<file path="src/rtl/ddr2_dqs_strobe_seq.sv">
// DQS strobe sequencer for one DDR2 byte lane: drives the write preamble/burst/postamble
// on the SSTL18 pad and opens and checks the read strobe receive window.
module ddr2_dqs_strobe_seq #(
  parameter int WL   = 2,
  parameter int RL   = 3,
  parameter int BL   = 4,
  parameter int TURN = 1
) (
  input  logic clk,
  input  logic reset,
  input  logic wr_req,
  input  logic rd_req,
  output logic wr_ack,
  output logic rd_ack,
  output logic busy,
  output logic pad_a,
  output logic pad_ts,
  output logic pad_ri,
  input  logic pad_z,
  output logic rd_beat,
  output logic rd_err
);

  typedef enum logic [3:0] {
    IDLE   = 4'd0,
    WLAT   = 4'd1,
    WPRE   = 4'd2,
    WBURST = 4'd3,
    WPOST  = 4'd4,
    RLAT   = 4'd5,
    RPRE   = 4'd6,
    RBURST = 4'd7,
    RPOST  = 4'd8,
    TGAP   = 4'd9
  } state_t;

  // Terminal counts; values for skipped states (latency 1, TURN 0) are never compared.
  localparam logic [4:0] WLAT_LAST  = 5'(WL - 2);
  localparam logic [4:0] RLAT_LAST  = 5'(RL - 2);
  localparam logic [4:0] BURST_LAST = 5'(BL - 1);
  localparam logic [4:0] TGAP_LAST  = 5'(TURN - 1);

  state_t     state_r;
  logic [4:0] cnt_r;

  // Strobe level for a burst beat: beat 0 is high, then alternating.
  function automatic logic strobe_bit(input logic [4:0] beat);
    return ~beat[0];
  endfunction

  // Sequencer FSM; every pad output is loaded together with the state it belongs to.
  always_ff @(posedge clk or posedge reset) begin
    if (reset) begin
      state_r <= IDLE;
      cnt_r   <= 5'd0;
      wr_ack  <= 1'b0;
      rd_ack  <= 1'b0;
      busy    <= 1'b0;
      pad_a   <= 1'b0;
      pad_ts  <= 1'b0;
      pad_ri  <= 1'b0;
      rd_beat <= 1'b0;
      rd_err  <= 1'b0;
    end else begin
      wr_ack  <= 1'b0;
      rd_ack  <= 1'b0;
      rd_beat <= 1'b0;
      case (state_r)
        IDLE: begin
          cnt_r <= 5'd0;
          if (rd_req) begin
            rd_ack <= 1'b1;
            rd_err <= 1'b0;
            busy   <= 1'b1;
            if (RL == 1) begin
              state_r <= RPRE;
              pad_ri  <= 1'b1;
            end else begin
              state_r <= RLAT;
            end
          end else if (wr_req) begin
            wr_ack <= 1'b1;
            busy   <= 1'b1;
            if (WL == 1) begin
              state_r <= WPRE;
              pad_ts  <= 1'b1;
              pad_a   <= 1'b0;
            end else begin
              state_r <= WLAT;
            end
          end else begin
            busy <= 1'b0;
          end
        end

        WLAT: begin
          if (cnt_r == WLAT_LAST) begin
            state_r <= WPRE;
            cnt_r   <= 5'd0;
            pad_ts  <= 1'b1;
            pad_a   <= 1'b0;
          end else begin
            cnt_r <= cnt_r + 5'd1;
          end
        end

        WPRE: begin
          state_r <= WBURST;
          cnt_r   <= 5'd0;
          pad_ts  <= 1'b1;
          pad_a   <= strobe_bit(5'd0);
        end

        WBURST: begin
          if (cnt_r == BURST_LAST) begin
            state_r <= WPOST;
            cnt_r   <= 5'd0;
            pad_ts  <= 1'b1;
            pad_a   <= 1'b0;
          end else begin
            cnt_r <= cnt_r + 5'd1;
            pad_a <= strobe_bit(cnt_r + 5'd1);
          end
        end

        WPOST: begin
          cnt_r  <= 5'd0;
          pad_ts <= 1'b0;
          pad_a  <= 1'b0;
          if (TURN == 0) begin
            state_r <= IDLE;
            busy    <= 1'b0;
          end else begin
            state_r <= TGAP;
          end
        end

        RLAT: begin
          if (cnt_r == RLAT_LAST) begin
            state_r <= RPRE;
            cnt_r   <= 5'd0;
            pad_ri  <= 1'b1;
          end else begin
            cnt_r <= cnt_r + 5'd1;
          end
        end

        RPRE: begin
          if (pad_z != 1'b0) begin
            rd_err <= 1'b1;
          end
          state_r <= RBURST;
          cnt_r   <= 5'd0;
          pad_ri  <= 1'b1;
        end

        // Each beat is checked at the end of its cycle and reported one cycle later.
        RBURST: begin
          if (pad_z != strobe_bit(cnt_r)) begin
            rd_err <= 1'b1;
          end
          rd_beat <= 1'b1;
          if (cnt_r == BURST_LAST) begin
            state_r <= RPOST;
            cnt_r   <= 5'd0;
          end else begin
            cnt_r <= cnt_r + 5'd1;
          end
        end

        RPOST: begin
          if (pad_z != 1'b0) begin
            rd_err <= 1'b1;
          end
          cnt_r  <= 5'd0;
          pad_ri <= 1'b0;
          if (TURN == 0) begin
            state_r <= IDLE;
            busy    <= 1'b0;
          end else begin
            state_r <= TGAP;
          end
        end

        TGAP: begin
          if (cnt_r == TGAP_LAST) begin
            state_r <= IDLE;
            cnt_r   <= 5'd0;
            busy    <= 1'b0;
          end else begin
            cnt_r <= cnt_r + 5'd1;
          end
        end

        default: begin
          state_r <= IDLE;
          cnt_r   <= 5'd0;
          busy    <= 1'b0;
          pad_a   <= 1'b0;
          pad_ts  <= 1'b0;
          pad_ri  <= 1'b0;
        end
      endcase
    end
  end

endmodule

</file>
<file path="config.mk">
export PLATFORM = sky130hd
export DESIGN_NAME = ddr2_dqs_strobe_seq
export DESIGN_NICKNAME = d
export VERILOG_FILES = /design/src/rtl/ddr2_dqs_strobe_seq.sv
export SDC_FILE = /design/constraint.sdc
export NUM_CORES = 1
export LEC_CHECK = 0
export ABC_AREA = 0
export BUFFER_PORTS_ARGS = -buffer_cell sky130_fd_sc_hd__clkbuf_2
export CAP_MARGIN = 15
export CELL_PAD_IN_SITES_DETAIL_PLACEMENT = 1
export CELL_PAD_IN_SITES_GLOBAL_PLACEMENT = 1
export CORE_AREA = 2 2 56 68
export DETAILED_ROUTE_END_ITERATION = 10
export DIE_AREA = 0 0 58 70
export PLACE_DENSITY = 0.59
export SYNTH_ARGS = -nofsm -noshare
export SYNTH_HDL_FRONTEND = slang
export SYNTH_SLANG_ARGS = --single-unit
export TNS_END_PERCENT = 50
</file>
<file path="constraint.sdc">
create_clock -name clk -period 2.8 [get_ports clk]
set_input_delay 0.42 -clock clk [delete_from_list [all_inputs] [get_ports clk]]
set_output_delay 0.42 -clock clk [all_outputs]
set_load 0.01 [all_outputs]
</file>
### Yosys cells after proc, flatten, opt, wreduce, memory -nomap -nowiden

Index checks and enable logic that the tools add are counted.

| word-level totals | value |
|---|---|
| flip-flop bits (word level) | 17 |
| bits of input ports | 5 |
| output and inout bits | 8 |
| word-level logic and storage cells | 85 |

| operators by class | value |
|---|---|
| add/sub/neg operators | 1 |
| equality and inequality tests | 21 |
| multiplexer cells | 32 |
| bitwise operators | 5 |
| reductions and logical operators | 16 |

Operators with widths:

| kind | number |
|---|---|
| $pmux 4 s9 | 1 |
| $mux 4 | 7 |
| $eq 4x3->1 const B | 4 |
| $mux 1 | 15 |
| $mux 5 | 3 |
| $pmux 5 s3 | 1 |
| $ne 2x2->1 const B | 7 |
| $pmux 1 s3 | 3 |
| $eq 4x2->1 const B | 2 |
| $eq 4x4->1 const B | 2 |
| $pmux 1 s4 | 2 |
| $reduce_or 2->1 | 4 |
| $reduce_or 8->1 | 1 |
| $reduce_or 7->1 | 1 |
| $reduce_and 2->1 | 3 |
| $reduce_and 6->1 | 1 |
| $reduce_or 6->1 | 1 |
| $add 5x1->5 const B | 1 |
| $eq 5x1->1 const B | 1 |
| $eq 5x2->1 const B | 1 |
| $logic_not 5->1 | 1 |
| $not 1->1 | 5 |
| $eq 4x1->1 const B | 1 |
| $logic_not 4->1 | 1 |
| other kinds (6) | 6 |

### Depth between registers and ports, before layout

| depth | value |
|---|---|
| depth in word-level cells | 4 |
| gate-level depth with buffers | 6 |
| gate-level depth less buffers | 6 |

### Least setup slack after synthesis

OpenSTA, ideal clock, no wires.

| timing | value |
|---|---|
| kind | register -> register |
| start point | reg cnt_r[0] |
| end point | reg state_r[0] |
| setup time | 137 ps |
| arrival time | 1,283 ps |
| required time | 2,663 ps |
| path slack | 1,381 ps |
| cell stages (with the launch flop) | 6 |
| path buffers | 0 |
| clock period less this slack | 1,419 ps |
| path through | dfrtp_1 -> ha_1 -> nor4b_4 -> nor3_2 -> a211oi_4 -> a221oi_2 |

| between the ends | value |
|---|---|
| cells in the longest elaborated chain, start to end | 3 |
| elaborated cells on any way between the ends | 9 |
| classes of those cells | 7 x eq/ne; 2 x reduce/logical |

RTL lines:

| element | line | source |
|---|---|---|
| from (decl) | 44 | `logic [4:0] cnt_r;` |
| from (signal assigned) | 103 | `cnt_r <= cnt_r + 5'd1;` |
| from (signal assigned) | 121 | `cnt_r <= cnt_r + 5'd1;` |
| from (signal assigned) | 144 | `cnt_r <= cnt_r + 5'd1;` |
| $eq 5x2->1 (tied with other cells) | 115, 163 |  |
| $ne 2x2->1 (no line) | n/a |  |
| $reduce_and 6->1 (no line) (*) | n/a |  |
| to (signal assigned) | 116 | `state_r <= WPOST;` |
| to (signal assigned) | 164 | `state_r <= RPOST;` |
| to (signal assigned) | 178 | `state_r <= IDLE;` |
| to (decl) | 43 | `state_t state_r;` |

Every way passes the cells marked *; elsewhere a longest branch is shown, timed or not.
A chain may end at the register's enable or synchronous reset.

### Worst setup path in the final report

Same ends and word-level chain as after synthesis.

==> flow_summary.ini <==
[die]
row_count = 24
dieArea_um2 = 4060
initial_core_util_pct = 28.4
ios = 13
core-area_um2 = 3480
chipHeight_um = 70
die_w_um = 58

[clock_network]
postCtsHoldBufs = 0
cts_setup_buffers = 0
clk_pin_slew_worst_paths_ns = 0.07
numCtsBuffers = 3
cts_resized = 0
clockBufferDepth = 2
cts_tree = built
clock_sinks = 17
htreeDepth = 1
insertion_delay_ns = 0.26
cts-root-buf = clkbuf_8

[critical_path]
timing.rr.end = state_r[0]$_DFFE_PP0P_
critPathRequiredTime_ns = 2.92
crit_chain = ha_1 -> nor4b_4 -> nor3_2 -> a211oi_4 -> a221oi_2
crit_slowest_cell = nor4b_4
rrSetupSlack_ns = 1.03
crit_fanout = 6
max_stage_delay_ns = 0.43
reg2reg_depth = 5
worstSetupStartpointType = flip-flop
crit-reg2reg-launch = cnt_r[0]$_DFF_PP0_
critPathCapture = state_r[0]$_DFFE_PP0P_
critPathLaunch = cnt_r[0]$_DFF_PP0_
worstPathArrival_ns = 1.90
worstSetupPathType = flip-flop to flip-flop
endpoint_kind = flip-flop

[synthesis]
ys_ff_latch = 17
ys.flop_type = dfrtp_1
ys_seq_area_share_pct = 42.9
synth_warnings = 0
syn_nets = 113
syn_area_per_cell_um2 = 9.44
ys_types = 34
synth-edff-count = 0
synth_top_area_share_pct = 42.9
yosysTopAreaCell = dfrtp_1
syn_area_um2 = 991
synthesis.instances = 105
synth_area_leaders = dfrtp_1 (43%), ha_1 (3.8%), nand2_1 (3.8%), nand3_1 (3.5%), nor3_1 (3.0%)
synthArstFlopShare_pct = 100

[grt]
grt-ovfl-total = 0
grt_pass1_wl_um = 4180
grt_pass1_vias = 857
grt_max_degree = 18
track_usage_pct = 13.6
antenna_found_initial = 0

[route]
routedWlPerCell_um = 15.3
drc = 0
drt_wl_total_um = 2390
ant_nets = 0
vias_per_cell = 5.32
dr.pass1.iters = 4
drtIter0Drc = 19
vias = 830

[finish]
syn2layout_area_growth_pct = 13.5
diodes = 0
final_cells = 156
layout_commonest_cell = dfrtp_1
final_nets = 126
most-common-layout-cells = dfrtp_1 (17), clkbuf_2 (12), nand2_1 (10)
multiInputGateArea_um2 = 534
fill_cells = 410
drive_gt1_share_pct = 19.7
seqCellArea_um2 = 425

[hold_path]
hp-class = input port to asynchronous set/reset pin

[run]
drv_cap = 0

[sta]
worst_slack_ns = 1.03
fin_crit_sh_pct = 63.3
hold_violations = 0
clock.fmax_ghz = 0.564
setup_violations = 0
tightest_slew_ns = 0.682
rsz0062_at_grt = false
slew_headroom_pct = 54.5
finClkSkew_ns = 0.00217
fin_crit_ns = 1.77
setup_tns_ns = 0
drv_slew = 0

[pwr]
p_leak_nw = 0.473
vdd_drop_max_v = 0.000380
power_density_nw_per_um2 = 1000
total_power_w = 0.00113

[run_status]
status = complete, no violations

[placed_design]
finalWeightedCongestion = 0.744
place_inst = 152
portBuffers = 12
dp_hpwl_um = 1820
post-place-ws_ns = 1.05
registers in the layout, summed over array words and instances (netlist names):
name,cells
cnt_r,5
state_r,4
busy,1
pad_a,1
pad_ri,1
pad_ts,1
rd_ack,1
rd_beat,1
rd_err,1
wr_ack,1
routing by layer:
metal	GRT usage (%)	up-vias	share of wire (%)
met2	22.3	13	49
met5	0	-	0
met1	17.2	412	45
li1	-	400	-
met3	2.22	5	3.1
met4	6.20	0	2.3
power by group:
part	switching, W	internal (W)
sequential	0.000113	0.000321
combinational	0.000296	0.000203
clock	0.0000910	0.000101
total	0.000500	0.000626
synthesized netlist by cell type, types with 2 or more instances:
cell type,count
dfrtp_1,17
nand2_1,10
nor2_1,8
nand3_1,7
nor3_1,6
a21oi_1,5
o21ai_0,5
buf_2,4
o21ai_1,4
a31oi_1,3
ha_1,3
inv_1,3
nor2b_1,3
nor3b_1,3
a21oi_2,2
and2_1,2
nand2b_1,2
xor2_1,2
critical path: cells and delay by family, from the launching register on:
family	cells	cell delay, ns
compound gates	2	0.39
fa+ha+maj	1	0.27
simple gates	2	0.56
flops	1	0.41
cells by family after synthesis:
group                      after synthesis  share of synthesized area [%]
muxes                                    1                           1.14
xor gates and xnor gates                 3                           2.65
and+or+nand+nor                         48                           27.9
buffers and inverters                    7                           3.16
DFF                                     17                           42.9
adders and majority gates                3                           3.79
AOI/OAI and AO/OA                       26                           18.4
cell type report:
| type | count | area share (%) |
|---|---|---|
| multi-input cells | 81 | 47.5 |
| inverters | 3 | 1.00 |
| clock buffers | 4 | 4.00 |
| well taps | 39 | 4.34 |
| repair buffers | 12 | 5.34 |
| flip-flops and latches | 17 | 37.8 |
per-stage QoR:
stage | utilization, % | hold WS (ns) | cell area (µm²)
floorplan | - | 0.346 | 991
global placement | 31.0 | 0.480 | 1080
CTS | 32.3 | 0.266 | 1120
finish | 32.3 | 0.233 | 1120
global route | 32.3 | 0.304 | 1120
detailed placement | 31.0 | 0.486 | 1080
worst min path at each step:
stage,startpoint,endpoint,cells past startpoint
after floorplan,reset,busy$_DFFE_PP0P_,1
final,reset,wr_ack$_DFF_PP0_,2
after global routing,reset,wr_ack$_DFF_PP0_,2
after detailed placement,pad_ri$_DFFE_PP0P_,pad_ri$_DFFE_PP0P_,1
after CTS,reset,state_r[1]$_DFFE_PP0P_,2
after global placement,pad_ri$_DFFE_PP0P_,pad_ri$_DFFE_PP0P_,1
(Power assumes the default switching activity.)
